$ cat config.mk
export PLATFORM = sky130hd
export DESIGN_NAME = hazard_forward_unit_flat
export DESIGN_NICKNAME = d
export VERILOG_FILES = /design/src/rtl/hazard_forward_unit_pkg.sv /design/src/rtl/hazard_forward_unit_if.sv /design/src/rtl/hazard_forward_unit_sat_counter.sv /design/src/rtl/hazard_forward_unit.sv /design/src/flat_wrapper.sv
export SDC_FILE = /design/constraint.sdc
export NUM_CORES = 1
export LEC_CHECK = 0
export ABC_AREA = 1
export BUFFER_PORTS_ARGS = -buffer_cell sky130_fd_sc_hd__buf_2
export CORE_MARGIN = 2
export CORE_UTILIZATION = 45
export DETAILED_ROUTE_END_ITERATION = 8
export PLACE_DENSITY = 0.69
export SKIP_CTS_REPAIR_TIMING = 1
export SKIP_LAST_GASP = 1
export SYNTH_ARGS = -nofsm -noshare
export SYNTH_HDL_FRONTEND = slang
export SYNTH_SLANG_ARGS = --single-unit
export TNS_END_PERCENT = 5
$ cat constraint.sdc
create_clock -name CLOCK -period 2.9 [get_ports CLOCK]
set_clock_uncertainty 0.15 [all_clocks]
set_input_delay 0.29 -clock CLOCK [delete_from_list [all_inputs] [get_ports CLOCK]]
set_output_delay 0.29 -clock CLOCK [all_outputs]
set_load 0.02 [all_outputs]
$ cat src/rtl/hazard_forward_unit_pkg.sv
// Shared pipeline constants for the hazard/forwarding logic and the stage
// modules that consume its operand-select encoding.
package hazard_forward_unit_pkg;

    // Default register-file address width of the 5-stage pipeline.
    localparam int ADDR_W = 5;

    // EX operand mux select encoding.
    typedef logic [1:0] fwd_sel_t;

    localparam fwd_sel_t FWD_REG   = 2'b00;  // value read from the register file
    localparam fwd_sel_t FWD_EXMEM = 2'b01;  // ALU result held in EX/MEM
    localparam fwd_sel_t FWD_MEMWB = 2'b10;  // write-back value held in MEM/WB

endpackage

$ cat src/rtl/hazard_forward_unit_if.sv
// Bundle of the signals exchanged between the pipeline datapath and the
// hazard/forwarding controller. The datapath side is the master.
interface hazard_forward_unit_if #(
    parameter int ADDR_W = hazard_forward_unit_pkg::ADDR_W,
    parameter int CNT_W  = 16
);
    import hazard_forward_unit_pkg::*;

    // ID-stage source fields
    logic [ADDR_W-1:0] ID_RSAddr;
    logic [ADDR_W-1:0] ID_RTAddr;
    logic              ID_UsesRS;
    logic              ID_UsesRT;

    // ID/EX register outputs for the instruction currently in EX
    logic              EX_RegWrite;
    logic              EX_Mem2Reg;
    logic              EX_RegDst;
    logic [ADDR_W-1:0] EX_RSAddr;
    logic [ADDR_W-1:0] EX_RTAddr;
    logic [ADDR_W-1:0] EX_RDAddr;
    logic              EX_BranchTaken;

    // Controller decisions
    logic              Stall;
    logic              Flush_IFID;
    logic              Flush_IDEX;
    fwd_sel_t          FwdA_Sel;
    fwd_sel_t          FwdB_Sel;
    logic [CNT_W-1:0]  StallCount;
    logic [CNT_W-1:0]  FlushCount;

    modport master (
        output ID_RSAddr, ID_RTAddr, ID_UsesRS, ID_UsesRT,
        output EX_RegWrite, EX_Mem2Reg, EX_RegDst,
        output EX_RSAddr, EX_RTAddr, EX_RDAddr, EX_BranchTaken,
        input  Stall, Flush_IFID, Flush_IDEX, FwdA_Sel, FwdB_Sel,
        input  StallCount, FlushCount
    );

    modport slave (
        input  ID_RSAddr, ID_RTAddr, ID_UsesRS, ID_UsesRT,
        input  EX_RegWrite, EX_Mem2Reg, EX_RegDst,
        input  EX_RSAddr, EX_RTAddr, EX_RDAddr, EX_BranchTaken,
        output Stall, Flush_IFID, Flush_IDEX, FwdA_Sel, FwdB_Sel,
        output StallCount, FlushCount
    );

endinterface

$ cat src/rtl/hazard_forward_unit_sat_counter.sv
// Event counter that sticks at all-ones instead of wrapping, so a long run
// of events never reads back as a small number.
module sat_counter #(
    parameter int CNT_W = 16
) (
    input  logic             clk_i,
    input  logic             rst_i,
    input  logic             inc_i,
    output logic [CNT_W-1:0] count_o
);
    import hazard_forward_unit_pkg::*;

    logic [CNT_W-1:0] count_q;
    logic [CNT_W-1:0] count_d;

    // Next count: step on an event unless already saturated.
    always_comb begin
        count_d = count_q;
        if (inc_i && (count_q != {CNT_W{1'b1}})) begin
            count_d = count_q + {{(CNT_W-1){1'b0}}, 1'b1};
        end
    end

    // Count register, cleared asynchronously.
    always_ff @(posedge clk_i or posedge rst_i) begin
        if (rst_i) begin
            count_q <= '0;
        end else begin
            count_q <= count_d;
        end
    end

    assign count_o = count_q;

endmodule

$ cat src/rtl/hazard_forward_unit.sv
// Hazard and forwarding controller for the 5-stage pipeline. Detects
// load-use hazards and taken branches, and chooses the EX operand sources
// from a private shadow of the EX/MEM and MEM/WB destination registers.
module hazard_forward_unit #(
    parameter int ADDR_W    = hazard_forward_unit_pkg::ADDR_W,
    parameter int CNT_W     = 16,
    parameter bit WB_FWD_EN = 1'b1
) (
    input logic                  CLOCK,
    input logic                  RESET,
    hazard_forward_unit_if.slave bus
);
    import hazard_forward_unit_pkg::*;

    // Destination of the instruction in EX and whether it really writes.
    logic [ADDR_W-1:0] ex_dest;
    logic              ex_wr;
    logic              lu_hit;

    // Shadow of the destinations further down the pipe.
    logic              mem_valid_q, mem_valid_d;
    logic [ADDR_W-1:0] mem_dest_q,  mem_dest_d;
    logic              mem_load_q,  mem_load_d;
    logic              wb_valid_q,  wb_valid_d;
    logic [ADDR_W-1:0] wb_dest_q,   wb_dest_d;

    logic              stall;
    logic              flush_ifid;
    logic              flush_idex;
    fwd_sel_t          fwd_a;
    fwd_sel_t          fwd_b;
    logic [CNT_W-1:0]  stall_count;
    logic [CNT_W-1:0]  flush_count;

    // Operand source for one EX read port. A load sitting in MEM never
    // yields the EX/MEM select: its data is not ready, and the load-use
    // stall keeps that case from reaching EX anyway.
    function automatic fwd_sel_t fwd_select(
        input logic [ADDR_W-1:0] src,
        input logic              m_valid,
        input logic              m_load,
        input logic [ADDR_W-1:0] m_dest,
        input logic              w_valid,
        input logic [ADDR_W-1:0] w_dest
    );
        fwd_sel_t sel;
        sel = FWD_REG;
        if (src == '0) begin
            sel = FWD_REG;
        end else if (m_valid && !m_load && (m_dest == src)) begin
            sel = FWD_EXMEM;
        end else if (WB_FWD_EN && w_valid && (w_dest == src)) begin
            sel = FWD_MEMWB;
        end
        return sel;
    endfunction

    // Resolve the EX destination and detect a load feeding the ID instruction.
    always_comb begin
        ex_dest = bus.EX_RegDst ? bus.EX_RDAddr : bus.EX_RTAddr;
        ex_wr   = bus.EX_RegWrite && (ex_dest != '0);
        lu_hit  = ex_wr && bus.EX_Mem2Reg &&
                  ((bus.ID_UsesRS && (bus.ID_RSAddr == ex_dest)) ||
                   (bus.ID_UsesRT && (bus.ID_RTAddr == ex_dest)));
    end

    // Shadow pipe advances every cycle; bubbles arrive with RegWrite low.
    always_comb begin
        mem_valid_d = ex_wr;
        mem_dest_d  = ex_dest;
        mem_load_d  = bus.EX_Mem2Reg;
        wb_valid_d  = mem_valid_q;
        wb_dest_d   = mem_dest_q;
    end

    // Shadow registers; reset drops any in-flight destinations.
    always_ff @(posedge CLOCK or posedge RESET) begin
        if (RESET) begin
            mem_valid_q <= 1'b0;
            mem_dest_q  <= '0;
            mem_load_q  <= 1'b0;
            wb_valid_q  <= 1'b0;
            wb_dest_q   <= '0;
        end else begin
            mem_valid_q <= mem_valid_d;
            mem_dest_q  <= mem_dest_d;
            mem_load_q  <= mem_load_d;
            wb_valid_q  <= wb_valid_d;
            wb_dest_q   <= wb_dest_d;
        end
    end

    // Pipeline control decisions. A taken branch squashes the ID
    // instruction, so it wins over a load-use stall. Everything is held
    // quiet while reset is asserted.
    always_comb begin
        stall      = 1'b0;
        flush_ifid = 1'b0;
        flush_idex = 1'b0;
        fwd_a      = FWD_REG;
        fwd_b      = FWD_REG;
        if (!RESET) begin
            if (bus.EX_BranchTaken) begin
                flush_ifid = 1'b1;
                flush_idex = 1'b1;
            end else if (lu_hit) begin
                stall      = 1'b1;
                flush_idex = 1'b1;
            end
            fwd_a = fwd_select(bus.EX_RSAddr, mem_valid_q, mem_load_q, mem_dest_q,
                               wb_valid_q, wb_dest_q);
            fwd_b = fwd_select(bus.EX_RTAddr, mem_valid_q, mem_load_q, mem_dest_q,
                               wb_valid_q, wb_dest_q);
        end
    end

    sat_counter #(.CNT_W(CNT_W)) u_stall_cnt (
        .clk_i   (CLOCK),
        .rst_i   (RESET),
        .inc_i   (stall),
        .count_o (stall_count)
    );

    sat_counter #(.CNT_W(CNT_W)) u_flush_cnt (
        .clk_i   (CLOCK),
        .rst_i   (RESET),
        .inc_i   (bus.EX_BranchTaken),
        .count_o (flush_count)
    );

    assign bus.Stall      = stall;
    assign bus.Flush_IFID = flush_ifid;
    assign bus.Flush_IDEX = flush_idex;
    assign bus.FwdA_Sel   = fwd_a;
    assign bus.FwdB_Sel   = fwd_b;
    assign bus.StallCount = stall_count;
    assign bus.FlushCount = flush_count;

endmodule

$ cat src/flat_wrapper.sv
// flat-port wrapper written by rule: the top's interface ports become plain ports
module hazard_forward_unit_flat import hazard_forward_unit_pkg::*;
#(
    parameter int ADDR_W    = hazard_forward_unit_pkg::ADDR_W,
    parameter int CNT_W     = 16,
    parameter bit WB_FWD_EN = 1'b1
)
  (CLOCK, RESET, bus_ID_RSAddr, bus_ID_RTAddr, bus_ID_UsesRS, bus_ID_UsesRT, bus_EX_RegWrite, bus_EX_Mem2Reg, bus_EX_RegDst, bus_EX_RSAddr, bus_EX_RTAddr, bus_EX_RDAddr, bus_EX_BranchTaken, bus_Stall, bus_Flush_IFID, bus_Flush_IDEX, bus_FwdA_Sel, bus_FwdB_Sel, bus_StallCount, bus_FlushCount);
  hazard_forward_unit_if #(.ADDR_W(ADDR_W), .CNT_W(CNT_W)) bus_i ();
  input logic CLOCK;
  input logic RESET;
  input wire logic [$bits(bus_i.ID_RSAddr)-1:0] bus_ID_RSAddr;
  input wire logic [$bits(bus_i.ID_RTAddr)-1:0] bus_ID_RTAddr;
  input wire logic [$bits(bus_i.ID_UsesRS)-1:0] bus_ID_UsesRS;
  input wire logic [$bits(bus_i.ID_UsesRT)-1:0] bus_ID_UsesRT;
  input wire logic [$bits(bus_i.EX_RegWrite)-1:0] bus_EX_RegWrite;
  input wire logic [$bits(bus_i.EX_Mem2Reg)-1:0] bus_EX_Mem2Reg;
  input wire logic [$bits(bus_i.EX_RegDst)-1:0] bus_EX_RegDst;
  input wire logic [$bits(bus_i.EX_RSAddr)-1:0] bus_EX_RSAddr;
  input wire logic [$bits(bus_i.EX_RTAddr)-1:0] bus_EX_RTAddr;
  input wire logic [$bits(bus_i.EX_RDAddr)-1:0] bus_EX_RDAddr;
  input wire logic [$bits(bus_i.EX_BranchTaken)-1:0] bus_EX_BranchTaken;
  output wire logic [$bits(bus_i.Stall)-1:0] bus_Stall;
  output wire logic [$bits(bus_i.Flush_IFID)-1:0] bus_Flush_IFID;
  output wire logic [$bits(bus_i.Flush_IDEX)-1:0] bus_Flush_IDEX;
  output wire logic [$bits(bus_i.FwdA_Sel)-1:0] bus_FwdA_Sel;
  output wire logic [$bits(bus_i.FwdB_Sel)-1:0] bus_FwdB_Sel;
  output wire logic [$bits(bus_i.StallCount)-1:0] bus_StallCount;
  output wire logic [$bits(bus_i.FlushCount)-1:0] bus_FlushCount;
  assign bus_i.ID_RSAddr = bus_ID_RSAddr;
  assign bus_i.ID_RTAddr = bus_ID_RTAddr;
  assign bus_i.ID_UsesRS = bus_ID_UsesRS;
  assign bus_i.ID_UsesRT = bus_ID_UsesRT;
  assign bus_i.EX_RegWrite = bus_EX_RegWrite;
  assign bus_i.EX_Mem2Reg = bus_EX_Mem2Reg;
  assign bus_i.EX_RegDst = bus_EX_RegDst;
  assign bus_i.EX_RSAddr = bus_EX_RSAddr;
  assign bus_i.EX_RTAddr = bus_EX_RTAddr;
  assign bus_i.EX_RDAddr = bus_EX_RDAddr;
  assign bus_i.EX_BranchTaken = bus_EX_BranchTaken;
  assign bus_Stall = bus_i.Stall;
  assign bus_Flush_IFID = bus_i.Flush_IFID;
  assign bus_Flush_IDEX = bus_i.Flush_IDEX;
  assign bus_FwdA_Sel = bus_i.FwdA_Sel;
  assign bus_FwdB_Sel = bus_i.FwdB_Sel;
  assign bus_StallCount = bus_i.StallCount;
  assign bus_FlushCount = bus_i.FlushCount;
  hazard_forward_unit #(.ADDR_W(ADDR_W), .CNT_W(CNT_W), .WB_FWD_EN(WB_FWD_EN)) u_core (.CLOCK(CLOCK), .RESET(RESET), .bus(bus_i));
endmodule
-- Yosys cells after proc, flatten, opt, wreduce, memory -nomap -nowiden
Index checks and enable logic that the tools add are counted.
- input port bits: 33
- output and inout port bits: 39
- word-level logic and storage cells: 50
- bits in registers: 45
- eq/ne operators: 8
- multiplexer cells: 16
- reductions and logical operators: 17
- add/sub/neg operators: 2
- operators with widths (operator ; count):
    adder 16 x 1 -> 16 bit (second input constant) ; 2
    inequality test 16 bit (second input constant) ; 2
    equality test 5 bit ; 6
    2-to-1 mux 2 bit ; 8
    logical AND 1 bit ; 12
    zero test 5 bit ; 2
    2-to-1 mux 1 bit ; 7
    2-to-1 mux 5 bit ; 1
    nonzero test 5 bit ; 1
    zero test 1 bit ; 1
    logical OR 1 bit ; 1

-- Logic depth before layout (Yosys ltp)
Gate-level depths: netlist of run 1.
- depth after elaboration: 9
- depth in mapped cells: 14
- depth with buffers taken out: 12

-- Modules after synthesis
A second synthesis of run 1 with hierarchy kept.
- cells, all modules: 471
- area, all modules: 3220.6 um^2
- modules (own cells, without submodules) (module ; cells each ; times used ; seq. area each (um^2) ; area each (um^2)):
    sat_counter ; 150 ; 2 ; 400.4 ; 1069.8
    hazard_forward_unit ; 171 ; 1 ; 325.3 ; 1081.0

-- Worst setup path before layout of run 1
No wires, ideal clock.
- path kind: flip-flop to output port
- start: reg u_core.mem_dest_q[4]
- end: out bus_FwdB_Sel[0]
- required time: 2460 ps
- buffers on the path: 0
- stages on the path, launching flop included: 4
- setup slack: 922 ps
- arrival: 1538 ps
- cell sequence: dfrtp_1 xor2_1 or3_1 nor4_1
- longest elaborated chain between the ends: 5
- ends and longest elaborated chain (element ; RTL line ; source):
    start: declaration ; hazard_forward_unit.sv:22 ; logic [ADDR_W-1:0] mem_dest_q, mem_dest_d;
    start signal: assignment ; hazard_forward_unit.sv:86 ; mem_dest_q <= mem_dest_d;
    equality test 5 bit ; hazard_forward_unit.sv:50 ; end else if (m_valid && !m_load && (m_dest == src)) begin
    logical AND 1 bit ; hazard_forward_unit.sv:50 ;
    2-to-1 mux 2 bit ; hazard_forward_unit.sv:50 ;
    2-to-1 mux 2 bit ; hazard_forward_unit.sv:48 ; if (src == '0) begin
    2-to-1 mux 2 bit ; hazard_forward_unit.sv:102 ; if (!RESET) begin
    end: declaration ; flat_wrapper.sv:27 ; output wire logic [$bits(bus_i.FwdB_Sel)-1:0] bus_FwdB_Sel;
Every way passes these cells.

-- Worst setup path after layout of run 1
- start: in RESET
- end: out bus_FwdB_Sel[1]
- longest elaborated chain between the ends: 1
- ends and longest elaborated chain (element ; RTL line ; source):
    start: declaration ; flat_wrapper.sv:11 ; input logic RESET;
    2-to-1 mux 2 bit ; hazard_forward_unit.sv:102 ;
Every way passes these cells.

==> out/qor.yml, run 1 <==
die:
  dieHeight_um: 84.5
  ios: 72
  die_x_um: 84.5
  die_area_mm2: 0.00715
  core-area_mm2: 0.00631
  placementRows: 29
  initial_utilization: 0.462
yosys:
  syn_inst: 388
  ys_seq_elements: 45
  async_reset_ff_frac: 1.00
  synth_nets: 423
  synth_ff_type: "dfrtp_1"
  synth_most_common_cell: "nand2_1"
  yosysTopAreaCell: "dfrtp_1"
  synth.top_cell.area_share: 0.386
  synth-edff-count: 0
  seq_area_frac_synth: 0.386
  syn_area_mm2: 0.00292
  synth_warnings: 0
  netlist-cell-type-count: 35
  synth_common_cells: "nand2_1 (119), inv_1 (46), dfrtp_1 (45)"
  synth_area_per_cell_um2: 7.52
  netlist_top_cells_area: "dfrtp_1 (39%), nand2_1 (15%), xor2_1 (6.9%)"
clock_tree:
  clk_latency_ns: 0.30
  clk_pin_slew_worst_paths_ns: 0.08
  clockBufferDepth: 2
  cts_tree: "done"
  cts_buffers: 5
  root_buffer: "clkbuf_8"
  clkSinkCount: 45
  h-tree-depth: 2
grt:
  grt_max_degree: 19
  grt_pass1_wl_um: 11400
  gr-total-overflow: 0
  grt_pass1_vias: 2504
  antenna_found_initial: 0
  track_usage: 0.193
setup_path:
  crit_path_start_kind: "primary input"
  cp.required_ns: 2.46
  criticalPathCategory: "in2out"
  cp_data_arrival_time_ns: 1.86
  r2r_slack_ns: 0.87
  endpoint_kind: "output port"
  path_max_fanout: 7
detailed_routing:
  vias_per_cell: 4.92
  wl_um: 6550
  wire_per_inst_um: 12.0
  dr.pass1.iters: 4
  drt-initial-drc-count: 97
  dr_total_vias: 2675
  postRouteAntennaNets: 0
  remaining_drc_errors: 0
timing:
  rsz0062_at_grt: "no"
  worst_slew_pin_slew_ns: 0.626
  finalSetupTns_ns: 0
  max-slew-margin-rel: 0.580
  clock.fmax_mhz: 435
  finalHoldViolCount: 0
  setup_violations: 0
  period_minus_slack_ns: 2.30
  fin_hold_ws_ns: 0.0979
  finalMaxSlewViolations: 0
  post-route-period-util: 0.792
cells_and_area:
  fin_util: 0.547
  syn2layout_area_growth_pct: 18.2
  diodes: 0
  fillers: 624
  drive_above_1_share: 0.229
  layout.nets: 501
power_and_ir_drop:
  leakage_nw: 1.85
  p_seq_frac: 0.508
  switching_share: 0.340
  p_int_w: 0.000998
  clockPowerShare: 0.248
  p_comb_frac: 0.244
  p_sw_w: 0.000514
  ir_drop_mv: 0.363
  p_per_area_mw_per_mm2: 438
placed_design:
  place_congestion: 0.873
  dp_hpwl_um: 5170
  port_buffers: 71
job:
  drv_cap: 0
min_path:
  hold_path_class: "in2reg"
outcome:
  outcome: "finished, final reports clean"
## metal layers
layer | GRT usage | part of all wire | wire length (um) | vias to the layer above
li1 | - | - | - | 1377
met1 | 0.264 | 0.46 | 3020 | 1215
met2 | 0.323 | 0.48 | 3120 | 77
met3 | 0.0354 | 0.053 | 346 | 6
met4 | 0.0361 | 0.0096 | 63 | 0
met5 | 0 | 0 | 0 | -
## power by group through the flow
stage / clock [W] / sequential [W] / combinational (W)
final: 0.000375 / 0.000768 / 0.000369
after global routing: 0.000420 / 0.000780 / 0.000421
after CTS: 0.000386 / 0.000769 / 0.000373
after detailed placement: 0 / 0.000782 / 0.000371
after global placement: 0 / 0.000779 / 0.000368
after floorplan: 0 / 0.000817 / 0.000206
## cell usage in the layout, fill, tap and decap left out, types with 3 or more instances in the layout
cell type,Yosys,final
nand2_1,119,119
buf_2,1,71
inv_1,46,45
dfrtp_1,45,45
nor2_1,38,38
nand3_1,29,29
xor2_1,23,23
xnor2_1,10,10
nor3_1,10,10
nand2_4,8,8
o21ai_0,7,7
nor2_2,5,5
nand2_2,5,5
o22ai_1,5,5
clkbuf_8,0,5
nand4_1,4,4
nand3b_1,3,3
a21oi_1,3,3
## layout make-up
class                   count  area [um^2]  share of cell area
multi-input cells         291         1570               0.454
repair buffers             75          390               0.113
well taps                  77         96.3              0.0279
clock inverters             1         7.51             0.00218
inverters                  48          188              0.0544
clock buffers               7         76.3              0.0221
flip-flops and latches     45         1130               0.326
## path summary, 6_finish.rpt
path | startpoint | to | cells after the start
setup / recovery | RESET | bus_FwdB_Sel[1] | 8
hold / removal | bus_EX_RegWrite | u_core.mem_valid_q$_DFF_PP0_ | 3
setup reg to reg | u_core.u_flush_cnt.count_o[0]$_DFFE_PP0P_ | u_core.u_flush_cnt.count_o[12]$_DFFE_PP0P_ | 9
hold reg to reg | u_core.mem_dest_q[3]$_DFF_PP0_ | u_core.wb_dest_q[3]$_DFF_PP0_ | 0
max in group asynchronous | RESET | u_core.u_stall_cnt.count_o[7]$_DFFE_PP0P_ | 4
min in group asynchronous | RESET | u_core.u_flush_cnt.count_o[10]$_DFFE_PP0P_ | 3
## stage by stage
step	instances	setup WS (ns)	power, W	instance area [um^2]
after floorplan	388	0.922	0.00102	2920
after global placement	534	0.853	0.00115	3350
after detailed placement	534	0.817	0.00115	3350
after CTS	542	0.801	0.00153	3430
after global routing	544	0.434	0.00162	3450
final	544	0.603	0.00151	3450
## worst max-delay path, stage by stage
cell           delay [ns]
dlygate4sd3_1        0.53
buf_2                0.18
nor2_1               0.15
o21ai_0              0.10
a211oi_1             0.26
nand3_1              0.11
nor2_1               0.09
buf_2                0.16
## registers in the layout, indices dropped and copies added, names as in the netlist
name / count
u_core.mem_valid_q: 1
u_core.wb_valid_q: 1
u_core.wb_dest_q: 5
u_core.u_flush_cnt.count_o: 16
u_core.mem_load_q: 1
u_core.mem_dest_q: 5
u_core.u_stall_cnt.count_o: 16
## cells by family (layout without fill, tap and decap cells)
kind of cell,after synthesis,count (layout),share of synthesized area
fa+ha+maj,2,2,0.00857
simple gates,236,236,0.388
xor+xnor,33,33,0.0990
buf+inv,52,131,0.0776
compound gates,20,20,0.0411
flops,45,45,0.386
(Power assumes the default switching activity.)
==> run 2, diff against run 1 <==
--- a/config.mk
+++ b/config.mk
@@ -10,7 +10,7 @@
 export CORE_MARGIN = 2
 export CORE_UTILIZATION = 45
 export DETAILED_ROUTE_END_ITERATION = 8
-export PLACE_DENSITY = 0.69
+export PLACE_DENSITY = 0.72
 export SKIP_CTS_REPAIR_TIMING = 1
 export SKIP_LAST_GASP = 1
 export SYNTH_ARGS = -nofsm -noshare
==> constraint.sdc (replaced) <==
create_clock -name CLOCK -period 2 [get_ports CLOCK]
set_clock_uncertainty 0.15 [all_clocks]
set_input_delay 0.2 -clock CLOCK [delete_from_list [all_inputs] [get_ports CLOCK]]
set_output_delay 0.2 -clock CLOCK [all_outputs]
set_load 0.02 [all_outputs]
==> out/qor.yml, run 2 (synthesis gave the netlist of run 1 again) <==
power_and_ir_drop:
  p_seq_frac: 0.447
  ir_drop_mv: 0.445
  leakage_nw: 1.94
  switching_share: 0.328
  p_comb_frac: 0.272
  clockPowerShare: 0.281
  p_per_area_mw_per_mm2: 669
  p_sw_w: 0.000803
  p_int_w: 0.00165
setup_path:
  crit_path_start_kind: "register"
  cp.required_ns: 1.65
  path_max_fanout: 3
  critPathSlowestCell: "dfrtp_1"
  endpoint: "bus_FwdB_Sel[0]"
  ff2ff_path_depth: 9
  reg2reg_to: "u_core.u_flush_cnt.count_o[12]$_DFFE_PP0P_"
  worstPathCellList: "xor2_1, or3_4, nor4_4, buf_4"
  criticalPathCategory: "reg2out"
  cp_data_arrival_time_ns: 1.60
  startpoint: "u_core.mem_dest_q[4]$_DFF_PP0_"
  cp_slowest_stage_delay_ns: 0.43
  endpoint_kind: "output port"
  r2r_slack_ns: 0.11
  r2r_start: "u_core.u_flush_cnt.count_o[1]$_DFFE_PP0P_"
cells_and_area:
  drive_above_1_share: 0.264
  diodes: 0
  final_area_mm2: 0.00366
  syn2layout_area_growth_pct: 25.4
  layout_commonest_cell: "nand2_1"
  layout.nets: 515
  final_cell_mix: "nand2_1 (119), buf_2 (70), inv_1 (45), dfrtp_1 (44), nor2_1 (38)"
  fin_util: 0.580
  fillers: 622
die:
  die_area_mm2: 0.00715
  dieHeight_um: 84.5
  initial_utilization: 0.462
  ios: 72
  placementRows: 29
  core-area_mm2: 0.00631
  die_x_um: 84.5
clock_tree:
  clk_pin_slew_worst_paths_ns: 0.08
  h-tree-depth: 2
  clk_latency_ns: 0.30
  cts_tree: "done"
  root_buffer: "clkbuf_8"
  cts_buffers: 5
  clockBufferDepth: 2
  clkSinkCount: 45
timing:
  post-route-period-util: 0.975
  clock.fmax_mhz: 513
  max-slew-margin-rel: 0.644
  worst_slew_pin_slew_ns: 0.532
  finalHoldViolCount: 0
  rsz0062_at_grt: "yes"
  setup_violations: 0
  period_minus_slack_ns: 1.95
  fin_hold_ws_ns: 0.0193
  finalMaxSlewViolations: 0
grt:
  antenna_found_initial: 0
  grt_pass1_wl_um: 11500
  gr-total-overflow: 0
  track_usage: 0.197
  grt_pass1_vias: 2624
  grt_max_degree: 33
detailed_routing:
  remaining_drc_errors: 0
  postRouteAntennaNets: 0
  dr_total_vias: 2760
  wire_per_inst_um: 12.2
  wl_um: 6790
  drt-initial-drc-count: 181
  dr.pass1.iters: 4
  vias_per_cell: 4.95
placed_design:
  port_buffers: 71
  placed_area_mm2: 0.00342
  dp_hpwl_um: 5090
  place_congestion: 0.831
job:
  drv_cap: 0
outcome:
  outcome: "finished, final reports clean"
min_path:
  hold_path_class: "in2reg"
-- run 2: worst min path at each step --
stage | from | end | cells after the start
finish | bus_EX_RTAddr[0] | u_core.mem_dest_q[0]$_DFF_PP0_ | 3
CTS | RESET | u_core.mem_load_q$_DFF_PP0_ | 2
global route | bus_EX_RTAddr[0] | u_core.mem_dest_q[0]$_DFF_PP0_ | 3
global placement | RESET | u_core.mem_load_q$_DFF_PP0_ | 2
floorplan | bus_EX_Mem2Reg | u_core.mem_load_q$_DFF_PP0_ | 0
detailed placement | RESET | u_core.mem_load_q$_DFF_PP0_ | 2
-- run 2: power by group through the flow --
stage,logic (W),registers (W),clock network (W)
after floorplan,0.000299,0.00118,0
after global placement,0.000579,0.00111,0
after detailed placement,0.000585,0.00111,0
after CTS,0.000586,0.00110,0.000715
after global routing,0.000736,0.00111,0.000750
final,0.000665,0.00110,0.000689
-- run 2: area by class of cell --
class / count / area (um^2) / area share
Clock buffer: 6 / 72.6 / 0.0198
Multi-Input combinational cell: 291 / 1610 / 0.440
Sequential cell: 45 / 1130 / 0.308
Timing Repair Buffer: 89 / 528 / 0.144
Tap cell: 77 / 96.3 / 0.0263
Clock inverter: 2 / 38.8 / 0.0106
Inverter: 48 / 188 / 0.0513
-- run 2: per-layer routing --
| metal | vias up | track usage | share of wire | wire, um |
|---|---|---|---|---|
| met5 | - | 0 | 0 | 0 |
| met4 | 0 | 0.0418 | 0.010 | 68 |
| met3 | 8 | 0.0452 | 0.057 | 389 |
| met2 | 80 | 0.341 | 0.49 | 3340 |
| met1 | 1268 | 0.253 | 0.44 | 2990 |
| li1 | 1404 | - | - | - |
-- run 2: critical path: cells and delay by family (launching register included) --
family	cells	cell delay, ns
and+or+nand+nor	2	0.54
buffers and inverters	1	0.17
xor gates and xnor gates	1	0.16
DFF	1	0.43
-- run 2: per-stage QoR --
step | TNS, ns | instances | total power, W | worst slack (ns)
CTS | -0.0112 | 548 | 0.00240 | -0.0112
global route | -0.410 | 558 | 0.00260 | -0.0646
floorplan | 0 | 388 | 0.00148 | 0.0454
finish | 0 | 558 | 0.00245 | 0.0491
detailed placement | 0 | 540 | 0.00170 | 0.0232
global placement | 0 | 540 | 0.00169 | 0.129
==> run 3, diff against run 2 <==
--- a/config.mk
+++ b/config.mk
@@ -10,6 +10,7 @@
 export CORE_MARGIN = 2
 export CORE_UTILIZATION = 45
 export DETAILED_ROUTE_END_ITERATION = 8
+export HOLD_SLACK_MARGIN = 0.06
 export PLACE_DENSITY = 0.72
 export SKIP_CTS_REPAIR_TIMING = 1
 export SKIP_LAST_GASP = 1
==> out/qor.yml, run 3 (synthesis gave the netlist of run 1 again) <==
outcome:
  outcome: "finished, final reports clean"
setup_path:
  crit_path_start_kind: "register"
  cp_data_arrival_time_ns: 1.60
  criticalPathCategory: "reg2out"
  worstPathCellList: "xor2_1, or3_4, nor4_4, buf_4"
  cp_top_family: "simple AND/OR/NAND/NOR gates"
  ff2ff_path_depth: 9
  crit_buf_inv: 1
  r2r_start: "u_core.u_flush_cnt.count_o[1]$_DFFE_PP0P_"
  cp.required_ns: 1.65
  cp.depth: 4
  path_max_fanout: 3
  critPathSlowestCell: "dfrtp_1"
  endpoint_kind: "output port"
  reg2reg_to: "u_core.u_flush_cnt.count_o[12]$_DFFE_PP0P_"
  cp_slowest_stage_delay_ns: 0.43
  r2r_slack_ns: 0.11
  startpoint: "u_core.mem_dest_q[4]$_DFF_PP0_"
cells_and_area:
  diodes: 0
  drive_above_1_share: 0.262
  layout.nets: 518
  syn2layout_area_growth_pct: 26.4
  final_cells: 561
  final_cell_mix: "nand2_1 (119), buf_2 (70), inv_1 (45), dfrtp_1 (44), nor2_1 (38)"
  fin_util: 0.584
  layout_commonest_cell: "nand2_1"
power_and_ir_drop:
  leakage_nw: 1.96
  p_int_w: 0.00165
  ir_drop_mv: 0.445
  p_sw_w: 0.000807
  p_per_area_mw_per_mm2: 666
  fin_total_pwr_w: 0.00246
  switching_share: 0.328
  clockPowerShare: 0.281
  p_seq_frac: 0.445
  p_comb_frac: 0.273
clock_tree:
  cts_buffers: 5
  clk_latency_ns: 0.30
  cts_tree: "done"
  clkSinkCount: 45
  h-tree-depth: 2
  root_buffer: "clkbuf_8"
  clk_pin_slew_worst_paths_ns: 0.08
  clockBufferDepth: 2
detailed_routing:
  drt-initial-drc-count: 163
  dr.pass1.iters: 4
  wl_um: 6840
  wire_per_inst_um: 12.2
  postRouteAntennaNets: 0
  vias_per_cell: 4.93
  dr_total_vias: 2765
  remaining_drc_errors: 0
timing:
  rsz0062_at_grt: "yes"
  finalMaxSlewViolations: 0
  finalSetupTns_ns: 0
  clock.fmax_mhz: 513
  period_minus_slack_ns: 1.95
  max-slew-margin-rel: 0.644
  post-route-period-util: 0.975
  worst_slew_pin_slew_ns: 0.532
  setup_violations: 0
  finalHoldViolCount: 0
  fin_hold_ws_ns: 0.0565
die:
  core-area_mm2: 0.00631
  initial_utilization: 0.462
  die_x_um: 84.5
  dieHeight_um: 84.5
  placementRows: 29
  ios: 72
  die_area_mm2: 0.00715
grt:
  grt_pass1_vias: 2624
  grt_max_degree: 33
  grt_pass1_wl_um: 11500
  antenna_found_initial: 0
  gr-total-overflow: 0
  track_usage: 0.197
job:
  drv_cap: 0
placed_design:
  place_congestion: 0.831
  dp_hpwl_um: 5090
  port_buffers: 71
  placedCellCount: 540
min_path:
  hold_depth: 3
  hold_end: "u_core.mem_dest_q[1]$_DFF_PP0_"
  hold_path_class: "in2reg"
  min-delay-start: "bus_EX_RDAddr[1]"
[run 3: stage by stage]
stage	worst slack (ns)	area (um^2)
floorplan	0.0454	2920
global placement	0.129	3420
detailed placement	0.0232	3420
CTS	-0.0112	3530
global route	-0.0646	3690
finish	0.0499	3690
[run 3: how the worst max path moves through the flow]
stage	endpoint	slack, ns
floorplan	u_core.u_stall_cnt.count_o[3]$_DFFE_PP0P_	0.05
global placement	u_core.u_flush_cnt.count_o[12]$_DFFE_PP0P_	0.13
detailed placement	u_core.u_flush_cnt.count_o[12]$_DFFE_PP0P_	0.02
CTS	bus_FwdB_Sel[0]	-0.01
global route	u_core.u_flush_cnt.count_o[15]$_DFFE_PP0P_	-0.06
finish	bus_FwdB_Sel[0]	0.05
[run 3: power groups by stage]
stage,clock network (W),logic (W),registers [W]
after floorplan,0,0.000299,0.00118
after global placement,0,0.000579,0.00111
after detailed placement,0,0.000585,0.00111
after CTS,0.000715,0.000586,0.00110
after global routing,0.000750,0.000743,0.00111
final,0.000691,0.000672,0.00110
[run 3: layer usage]
layer | routed length [um] | vias up | GRT usage
li1 | - | 1409 | -
met1 | 3020 | 1275 | 0.253
met2 | 3380 | 71 | 0.341
met3 | 352 | 10 | 0.0452
met4 | 88 | 0 | 0.0418
met5 | 0 | - | 0
[run 3: worst register-to-register path, stage by stage (launching register included)]
cell and delay [ns]:
dfrtp_1 0.40, ha_2 0.24, nand3_2 0.12, nor3_2 0.21, and2_1 0.17, nand2_1 0.09, nand2_4 0.13, inv_2 0.10
nand2_1 0.08, xor2_1 0.14
[run 3: final cells by class]
| cell class | count | area (um^2) |
|---|---|---|
| Inverter | 48 | 188 |
| Sequential cell | 45 | 1130 |
| Clock buffer | 6 | 72.6 |
| Multi-Input combinational cell | 291 | 1610 |
| Timing Repair Buffer | 92 | 558 |
| Clock inverter | 2 | 38.8 |
| Tap cell | 77 | 96.3 |
| Fill cell | 620 | 2620 |
